<file path="config.mk">
export PLATFORM = sky130hd
export DESIGN_NAME = stack_cpu_core_flat
export DESIGN_NICKNAME = d
export VERILOG_FILES = /design/src/rtl/stack_cpu_core_if.sv /design/src/rtl/stack_cpu_core.sv /design/src/flat_wrapper.sv
export SDC_FILE = /design/constraint.sdc
export NUM_CORES = 1
export LEC_CHECK = 0
export CAP_MARGIN = 10
export CORE_UTILIZATION = 44
export CTS_CLUSTER_DIAMETER = 120
export DETAILED_ROUTE_END_ITERATION = 10
export SYNTH_ARGS = -nofsm -noshare
export SYNTH_HDL_FRONTEND = slang
export SYNTH_SLANG_ARGS = --single-unit
</file>
<file path="constraint.sdc">
create_clock -name clk -period 8.1 [get_ports clk]
set_clock_uncertainty 0.2 [all_clocks]
set_input_delay 2.025 -clock clk [delete_from_list [all_inputs] [get_ports clk]]
set_output_delay 2.025 -clock clk [all_outputs]
set_load 0.03 [all_outputs]
</file>
<file path="src/rtl/stack_cpu_core_if.sv">
// Unified 32x8 memory bus between the stack CPU core (master) and its memory (slave).
interface stack_cpu_core_if;
  logic [4:0] address;
  logic       write_enable;
  logic [7:0] write_data;
  logic [7:0] read_data;

  modport master (output address, output write_enable, output write_data, input read_data);
  modport slave  (input address, input write_enable, input write_data, output read_data);
endinterface

</file>
<file path="src/rtl/stack_cpu_core.sv">
// Multi-cycle 8-bit stack-machine core (FETCH/DECODE/EXEC) mastering a 32x8 unified memory.
// Defining STACK_FAULT_EN adds overflow/underflow detection with a sticky fault and HALT state.
module stack_cpu_core #(
  parameter int STACK_DEPTH = 8
) (
  input  logic                         clk,
  input  logic                         rst,
  stack_cpu_core_if.master             bus,
  output logic [4:0]                   pc,
  output logic [7:0]                   tos,
  output logic [$clog2(STACK_DEPTH):0] sp,
  output logic                         fault
);

  localparam int IW  = $clog2(STACK_DEPTH);
  localparam int SPW = IW + 1;

  localparam logic [2:0] OP_ADD  = 3'b000;
  localparam logic [2:0] OP_SUB  = 3'b001;
  localparam logic [2:0] OP_AND  = 3'b010;
  localparam logic [2:0] OP_NOT  = 3'b011;
  localparam logic [2:0] OP_PUSH = 3'b100;
  localparam logic [2:0] OP_POP  = 3'b101;
  localparam logic [2:0] OP_JMP  = 3'b110;
  localparam logic [2:0] OP_JZ   = 3'b111;

`ifdef STACK_FAULT_EN
  typedef enum logic [1:0] {FETCH, DECODE, EXEC, HALT} state_t;
`else
  typedef enum logic [1:0] {FETCH, DECODE, EXEC} state_t;
`endif

  state_t         state;
  state_t         state_next;
  logic [7:0]     ir;
  logic [7:0]     stack [STACK_DEPTH];
  logic [2:0]     op;
  logic [4:0]     target;
  logic [IW-1:0]  sp_idx;
  logic [IW-1:0]  tos_idx;
  logic [IW-1:0]  nos_idx;
  logic [7:0]     tos_raw;
  logic [7:0]     nos_raw;
  logic [7:0]     alu_result;
  logic [SPW-1:0] sp_inc;
  logic [SPW-1:0] sp_dec;
  logic           stack_fault;

  assign op      = ir[7:5];
  assign target  = ir[4:0];
  assign sp_idx  = sp[IW-1:0];
  assign tos_idx = sp_idx - IW'(1);
  assign nos_idx = sp_idx - IW'(2);
  assign tos_raw = stack[tos_idx];
  assign nos_raw = stack[nos_idx];
  assign tos     = (sp == '0) ? 8'h00 : tos_raw;

  // Without fault checking the pointer wraps mod STACK_DEPTH; with it, sp may legally reach STACK_DEPTH.
`ifdef STACK_FAULT_EN
  assign sp_inc = sp + SPW'(1);
  assign sp_dec = sp - SPW'(1);

  always_comb begin
    stack_fault = 1'b0;
    case (op)
      OP_ADD, OP_SUB, OP_AND: stack_fault = (sp < SPW'(2));
      OP_NOT, OP_POP, OP_JZ:  stack_fault = (sp == '0);
      OP_PUSH:                stack_fault = (sp == SPW'(STACK_DEPTH));
      default:                stack_fault = 1'b0;
    endcase
  end
`else
  assign sp_inc      = {1'b0, sp_idx + IW'(1)};
  assign sp_dec      = {1'b0, sp_idx - IW'(1)};
  assign stack_fault = 1'b0;
  assign fault       = 1'b0;
`endif

  always_comb begin
    case (op)
      OP_SUB:  alu_result = nos_raw - tos_raw;
      OP_AND:  alu_result = nos_raw & tos_raw;
      default: alu_result = nos_raw + tos_raw;
    endcase
  end

  always_ff @(posedge clk or posedge rst) begin
    if (rst) state <= FETCH;
    else     state <= state_next;
  end

  // Bus outputs decode only registered state and ir, so write_enable holds steady across the negedge.
  always_comb begin
    state_next       = state;
    bus.address      = target;
    bus.write_enable = 1'b0;
    bus.write_data   = 8'h00;
    case (state)
      FETCH: begin
        bus.address = pc;
        state_next  = DECODE;
      end
`ifdef STACK_FAULT_EN
      DECODE: state_next = stack_fault ? HALT : EXEC;
      HALT:   state_next = HALT;
`else
      DECODE: state_next = EXEC;
`endif
      EXEC: begin
        state_next = FETCH;
        if (op == OP_POP) begin
          bus.write_enable = 1'b1;
          bus.write_data   = tos_raw;
        end
      end
      default: state_next = FETCH;
    endcase
  end

  always_ff @(posedge clk or posedge rst) begin
    if (rst) begin
      pc <= 5'd0;
      ir <= 8'h00;
      sp <= '0;
`ifdef STACK_FAULT_EN
      fault <= 1'b0;
`endif
      for (int i = 0; i < STACK_DEPTH; i++) stack[i] <= 8'h00;
    end else begin
      case (state)
        FETCH: begin
          ir <= bus.read_data;
          pc <= pc + 5'd1;
        end
`ifdef STACK_FAULT_EN
        DECODE: if (stack_fault) fault <= 1'b1;
`endif
        EXEC: begin
          case (op)
            OP_ADD, OP_SUB, OP_AND: begin
              stack[nos_idx] <= alu_result;
              sp             <= sp_dec;
            end
            OP_NOT: stack[tos_idx] <= ~tos_raw;
            OP_PUSH: begin
              stack[sp_idx] <= bus.read_data;
              sp            <= sp_inc;
            end
            OP_POP: sp <= sp_dec;
            OP_JMP: pc <= target;
            OP_JZ:  if (tos_raw == 8'h00) pc <= target;
            default: ;
          endcase
        end
        default: ;
      endcase
    end
  end

endmodule

</file>
<file path="src/flat_wrapper.sv">
// flat-port wrapper written by rule: the top's interface ports become plain ports
module stack_cpu_core_flat 
#(
  parameter int STACK_DEPTH = 8
)
  (clk, rst, pc, tos, sp, fault, bus_address, bus_write_enable, bus_write_data, bus_read_data);
  stack_cpu_core_if bus_i ();
  input  logic clk;
  input  logic rst;
  output logic [4:0] pc;
  output logic [7:0] tos;
  output logic [$clog2(STACK_DEPTH):0] sp;
  output logic fault;
  output wire logic [$bits(bus_i.address)-1:0] bus_address;
  output wire logic [$bits(bus_i.write_enable)-1:0] bus_write_enable;
  output wire logic [$bits(bus_i.write_data)-1:0] bus_write_data;
  input wire logic [$bits(bus_i.read_data)-1:0] bus_read_data;
  assign bus_address = bus_i.address;
  assign bus_write_enable = bus_i.write_enable;
  assign bus_write_data = bus_i.write_data;
  assign bus_i.read_data = bus_read_data;
  stack_cpu_core #(.STACK_DEPTH(STACK_DEPTH)) u_core (.clk(clk), .rst(rst), .bus(bus_i), .pc(pc), .tos(tos), .sp(sp), .fault(fault));
endmodule
</file>
Word level (Yosys, flattened, before mapping)
Index checks and enable logic that the tools add are counted.
{ "word_totals": {"in_bits": 10, "regBits": 83} }
{ "classes": {"n_lt_le_gt_ge": 6, "bitwise": 5, "mux": 28, "reduce_logical": 15, "n_eq_ne": 11, "add_sub_neg": 6} }
{ "op_table": {"columns": ["op", "n"], "rows": [
  ["bitwise mux 64 bit", 3],
  ["one-hot mux 64 bit (3 select lines)", 1],
  ["two-way mux 8 bit", 10],
  ["demux 8 bit (select 3 bit)", 3],
  ["binary-select mux 8 bit (select 3 bit)", 2],
  ["one-hot mux 5 bit (2 select lines)", 2],
  ["one-hot mux 8 bit (2 select lines)", 1],
  ["equality test 3 bit (second input constant)", 4],
  [">= comparator 4 bit (second input constant)", 3],
  ["less-than comparator 4 x 1 -> 1 bit (second input constant)", 3],
  ["inverter 3 -> 4 bit", 3],
  ["two-way mux 5 bit", 2],
  ["adder 8 bit", 1],
  ["bitwise AND 8 bit", 1],
  ["zero test 8 bit", 1],
  ["inverter 8 bit", 1],
  ["one-hot mux 4 bit (2 select lines)", 1],
  ["subtractor 8 bit", 1],
  ["equality test 3 x 2 -> 1 bit (second input constant)", 2],
  ["adder 5 x 1 -> 5 bit (second input constant)", 1],
  ["zero test 4 bit", 1],
  ["one-hot mux 2 bit (2 select lines)", 1],
  ["AND reduction 2 bit", 2],
  ["nonzero test 2 bit", 2],
  ["16 further kinds", 19]
]} }

Longest topological paths before layout
Gate-level depths: netlist of the first run.
{ "depth": {"ltp_word": 9, "ltp_mapped": 21, "ltp_nobuf": 16} }

Worst setup path after synthesis of the first run
No wires, ideal clock.
{ "synth_timing": {"kind": "flip-flop to output port", "startpoint": "register u_core.sp[1]", "endpoint": "output bus_write_data[7]", "setup_slack_ns": 2.275, "t_required_ns": 5.875, "arrival_ns": 3.600, "path_stages_with_launch": 12, "cell_sequence": "dfrtp_1 > clkbuf_1 > clkbuf_1 > inv_1 > ha_1 > buf_2 > clkbuf_1 > buf_1 > a21oi_1 > a211o_1 > clkbuf_1 > nor2_1"} }
{ "synth_between": {"elab_chain_len": 7} }
{ "synth_lines": {"columns": ["item", "line_no", "rtl"], "rows": [
  ["start: declaration", "stack_cpu_core.sv:11", "output logic [$clog2(STACK_DEPTH):0] sp,"],
  ["start signal: assignment", "stack_cpu_core.sv:142", "sp <= sp_dec;"],
  ["start signal: assignment", "stack_cpu_core.sv:147", "sp <= sp_inc;"],
  ["start signal: assignment", "stack_cpu_core.sv:149", "OP_POP: sp <= sp_dec;"],
  ["subtractor 3 x 1 -> 3 bit", "stack_cpu_core.sv:52", "assign tos_idx = sp_idx - IW'(1);"],
  ["inverter 3 -> 4 bit (implied by the code)", "stack_cpu_core.sv:54", "assign tos_raw = stack[tos_idx];"],
  ["binary-select mux 8 bit (select 3 bit)", "stack_cpu_core.sv:54", null],
  ["two-way mux 8 bit (implied by the code) (2 in series)", "stack_cpu_core.sv:54", null],
  ["two-way mux 8 bit", "stack_cpu_core.sv:111", "if (op == OP_POP) begin"],
  ["two-way mux 8 bit", "stack_cpu_core.sv:98", "case (state)"],
  ["end: declaration", "flat_wrapper.sv:16", "output wire logic [$bits(bus_i.write_data)-1:0] bus_write_data;"]
]} }
Every way passes these cells. The select of a mux whose other input is x is not followed.

Worst setup path in the final report of the first run
{ "layout_timing": {"startpoint": "register u_core.sp[1]", "endpoint": "output bus_write_data[1]"} }
Same word-level chain as after synthesis.

==> results.toml, run 1 <==
[run_status]
status = "finished, final reports clean"

[worst_setup_path]
path_cells = "buf_4 > inv_1 > ha_1 > mux2i_1 > mux4_1 > nor2_1 > clkdlybuf4s50_1"
arrival_ns = 4.18
crit_slowest_cell = "ha_1"
critical_path_class = "flop to output port"
crit_fanout = 27
endpoint_kind = "output port"
critPathRequiredTime_ns = 5.88
critPathLaunchType = "flop"
cpPeakStageDelay_ns = 1.08

[synthesis]
synth_fa_ha_area_share_pct = 3.39
synth_compound_area_share_pct = 25.3
synth-edff-count = 0
yosysSeqAreaShare_pct = 29.9
ys_seq_elements = 82
synth_mux_area_share_pct = 17.0
synthXorXnorAreaFrac_pct = 2.35
synthSimpleGateAreaFrac_pct = 17.2
async_flop_share_pct = 100
yosysWarnings = 0
ys.flop_type = "dfrtp_1"
synth_top_family_by_area = "compound AO/OA/AOI/OAI gates"
ys_types = 62
syn_avg_cell_area_um2 = 8.58
synthCells = 799
syn_area_um2 = 6860

[clock_network]
clock_tree.root_cell = "clkbuf_16"
cts_tree = "done"
cts-htree-levels = 3
clkLatencyLatePin_ns = 0.36
clkSinkCount = 82
cts.repair.resized = 0
clkTransAtPathRegs_ns = 0.07
cts_hold_buf = 0
cts-buffers-inserted = 9
post_cts_buffers = 0
clk_path_buf_depth = 2

[placed_design]
dpl.hpwl_mm = 18.2
place_congestion = 0.918
dp_slack_ns = 1.95
place.port_buffers = 39
placed_cells = 976

[die]
fp.coreArea_um2 = 15200
rows = 45
die_area_um2 = 16100
ios = 42
floorplan.initialDensity_pct = 45.1
die_y_um = 127
die_x_um = 127

[timing]
relSlewSlack_pct = 9.34
rsz0062_at_grt = "false"
hold_viol = 0
fin_crit_ns = 6.41
worst_pin_slew_ns = 1.35
final.period_utilization_pct = 79.1
setup_slack_ns = 1.69
finalSetupViolations = 0
maxSlewViolCount = 0
setup_tns_ns = 0
fmax_mhz = 156

[finish]
final_nets = 827
layout.cells.non_filler = 992
drive_gt1_share_pct = 10.3
syn2layout_area_growth_pct = 10.8
post-route-util_pct = 50.0
antennaDiodeCount = 0

[global_routing]
track_usage_pct = 32.5
grt_start_max_net_pins = 58
grt_pass1_wl_mm = 39.1
grt-ovfl-total = 0
antenna_found_initial = 0
grt_pass1_vias = 6621

[routing]
drt-vias-per-instance = 6.93
dr.first_iter.drc_count = 921
wl_per_cell_um = 25.7
drt_wl_total_mm = 25.5
firstDrtPassIters = 9
drc = 0
ant_nets = 0
vias = 6873

[hold_path]
hold_path.class = "flop to flop"

[job]
cap_violations = 0
[metrics by stage]
| stage | area (um^2) | hold slack [ns] |
|---|---|---|
| 2_1_floorplan | 6860 | 0.263 |
| 3_3_place_gp | 7290 | 0.298 |
| 3_5_place_dp | 7290 | 0.301 |
| 4_1_cts | 7590 | 0.319 |
| 5_1_grt | 7590 | 0.360 |
| 6_report | 7590 | 0.330 |
[layout make-up]
cell class | count | area (um^2)
fill | 1452 | 7610
multi-input combinational | 641 | 4480
sequential | 82 | 2050
timing repair buffer | 48 | 458
tap | 188 | 235
clock buffer | 9 | 225
clock inverter | 7 | 77.6
inverter | 17 | 65.1
[synthesized netlist by cell type, drive strengths merged, types with 2 or more instances]
master	n	area share [%]
nand3	6	0.44
mux2	20	3.3
mux2i	38	5.7
a21o	2	0.22
o31ai	3	0.53
nor3	7	0.51
o21ai	92	6.7
ha	17	3.1
or2	2	0.18
o22ai	10	0.91
nor2	51	2.8
nand2	149	8.2
buf	19	1.6
a221oi	20	2.6
o2bb2ai	11	1.4
nor3b	2	0.36
nor2b	10	0.91
and3	3	0.27
xor2	8	1.1
or3	4	0.36
nand2b	13	1.2
mux4	24	7.9
xnor2	7	0.89
a22oi	3	0.33
a221o	10	1.5
inv	17	0.93
a31oi	5	0.68
and2	10	0.95
dfrtp	82	30
a211oi	4	0.62
a21boi	2	0.22
nand3b	5	0.55
o32ai	8	1.0
a21oi	55	4.0
clkbuf	41	2.3
o21a	2	0.22
a222oi	25	3.6
[worst paths after layout]
kind | startpoint | end | slack, ns | cells past startpoint
min reg2reg | flop | flop | 0.33 | 1
max | u_core.sp[1]$_DFFE_PP0P_ | bus_write_data[1] | 1.69 | 7
max reg2reg | u_core.sp[1]$_DFFE_PP0P_ | flop | 1.80 | 16
min in group asynchronous | rst | async pin | 1.79 | 2
max in group asynchronous | rst | u_core.sp[0]$_DFFE_PP0P_ | 4.70 | 3
min | flop | flop | 0.33 | 1
[per-layer routing]
layer / global-route usage, % / share of wire [%]
met3: 7.00 / 11
met5: 0 / 0
met4: 14.8 / 3.7
met2: 50.3 / 45
met1: 43.6 / 40
[worst max-delay path, delay by kind of cell (launching register included)]
family	cells	cell delay, ns
flops	1	0.32
fa+ha+maj	1	1.08
mux	2	1.05
simple gates	1	0.20
buf+inv	3	1.17
[logic make-up after synthesis]
| family | count (synthesis) |
|---|---|
| mux | 82 |
| flops | 82 |
| simple gates | 265 |
| xor+xnor | 16 |
| fa+ha+maj | 18 |
| buf+inv | 77 |
| compound gates | 258 |
| other cells | 1 |
[placed cells by master, fill, tap and decap left out, drive strengths merged, types with 10 or more instances in the layout]
cell type,netlist,layout
nand2,149,149
o21ai,92,92
dfrtp,82,82
a21oi,55,55
nor2,51,51
clkdlybuf4s50,0,39
mux2i,38,38
a222oi,25,25
mux4,24,24
mux2,20,20
a221oi,20,20
ha,17,17
inv,17,17
nand2b,13,13
o2bb2ai,11,11
nor2b,10,10
a221o,10,10
o22ai,10,10
and2,10,10
Power of run 1 is not shown: default switching activity piles up to over one toggle a cycle in this logic, so the estimate is an artifact.
==> run 2, diff against run 1 <==
==> constraint.sdc (replaced) <==
create_clock -name clk -period 6 [get_ports clk]
set_clock_uncertainty 0.2 [all_clocks]
set_input_delay 1.5 -clock clk [delete_from_list [all_inputs] [get_ports clk]]
set_output_delay 1.5 -clock clk [all_outputs]
set_load 0.03 [all_outputs]
==> run 2 against run 1 <==
Sequential share of layout area decreased by 0.14 points. Utilization increased by 0.26 points. Non-clock buffer count increased by 1. Setup slack got worse by 1.2 ns. Flip-flop and latch count unchanged.
==> results.toml, run 2 (synthesis results as in run 1) <==
[run_status]
status = "finished, final reports clean"

[timing]
relSlewSlack_pct = 15.5
maxSlewViolCount = 0
finalSetupViolations = 0
worst_pin_slew_ns = 1.25
fin_crit_ns = 5.48
hold_slack_ns = 0.322
setup_tns_ns = 0
final.period_utilization_pct = 91.4
hold_viol = 0
fmax_mhz = 182
rsz0062_at_grt = "false"

[routing]
dr.first_iter.drc_count = 859
firstDrtPassIters = 6
routed-wl-met2_mm = 12.0
drt_wl_total_mm = 25.8
drt-vias-per-instance = 6.94
vias = 6889
m1WireLength_mm = 10.5
drc = 0
wl_per_cell_um = 26.0
wl_met3_mm = 2.59
ant_nets = 0
top_layer = "met4"

[finish]
antennaDiodeCount = 0
layout.cells.non_filler = 993
final_nets = 828
drive_gt1_share_pct = 10.6
n_fill_cell = 1443
final_cell_mix = "nand2_1, o21ai_0, dfrtp_1"
post-route-util_pct = 50.2
syn2layout_area_growth_pct = 11.4
mostFrequentLayoutCell = "nand2_1"

[worst_setup_path]
crit_fanout = 18
critical_path_class = "flop to output port"
arrival_ns = 3.78
critPathLaunchType = "flop"
endpoint_kind = "output port"
critPathRequiredTime_ns = 4.30

[clock_network]
clkSinkCount = 82
post_cts_buffers = 0
clk_path_buf_depth = 2
cts-htree-levels = 3
clkTransAtPathRegs_ns = 0.06
cts_tree = "done"
cts-buffers-inserted = 9
clkLatencyLatePin_ns = 0.36
clock_tree.root_cell = "clkbuf_16"
cts.repair.resized = 0
cts_hold_buf = 0

[global_routing]
track_usage_pct = 33.3
grt_pass1_vias = 6549
grt_start_max_net_pins = 54
antenna_found_initial = 0
grt-ovfl-total = 0
grt_pass1_wl_mm = 40.2

[placed_design]
placed_cells = 977
dpl.hpwl_mm = 18.5
place.port_buffers = 39
place_congestion = 0.929

[die]
fp.coreArea_um2 = 15200
die_y_um = 127
ios = 42
rows = 45
die_area_um2 = 16100
floorplan.initialDensity_pct = 45.1
die_x_um = 127

[job]
cap_violations = 0

[hold_path]
hold_path.class = "flop to flop"
-- run 2: per-layer routing --
metal	vias to the layer above	track usage, %
met1	3403	44.0
met5	-	0
li1	2972	-
met2	458	53.3
met4	0	14.9
met3	56	6.28
-- run 2: layout make-up --
type                            count  area (um^2)  area share (%)
Multi-Input combinational cell    641         4490            58.8
Sequential cell                    82         2050            26.9
Timing Repair Buffer               49          465            6.10
Tap cell                          188          235            3.08
Clock buffer                        9          225            2.95
Clock inverter                      7          105            1.38
Inverter                           17         65.1           0.852
-- run 2: final timing paths --
kind	from	end	slack (ns)	cells past startpoint
setup / recovery	u_core.sp[0]$_DFFE_PP0P_	bus_write_data[7]	0.52	9
hold / removal	flop	flop	0.32	1
setup reg to reg	u_core.sp[0]$_DFFE_PP0P_	flop	0.59	16
hold reg to reg	flop	flop	0.32	1
max in group asynchronous	rst	u_core.sp[0]$_DFFE_PP0P_	3.17	3
min in group asynchronous	rst	async pin	1.33	2
-- run 2: worst max-delay path, cell delays in order (launching register included) --
cell             delay (ns)
dfrtp_2                0.41
inv_2                  0.20
ha_1                   0.46
buf_4                  0.32
nand2b_1               0.25
or2_2                  0.38
o2bb2ai_1              0.13
a211o_1                0.54
nor2_1                 0.11
clkdlybuf4s50_1        0.62
-- run 2: metrics by stage --
step / instance area (um^2) / setup slack [ns]
after floorplan: 6860 / 0.484
after global placement: 7300 / 0.810
after detailed placement: 7300 / 0.730
after CTS: 7630 / 0.583
after global routing: 7630 / 0.323
final: 7630 / 0.518
Power of run 2 is left out for the same reason.
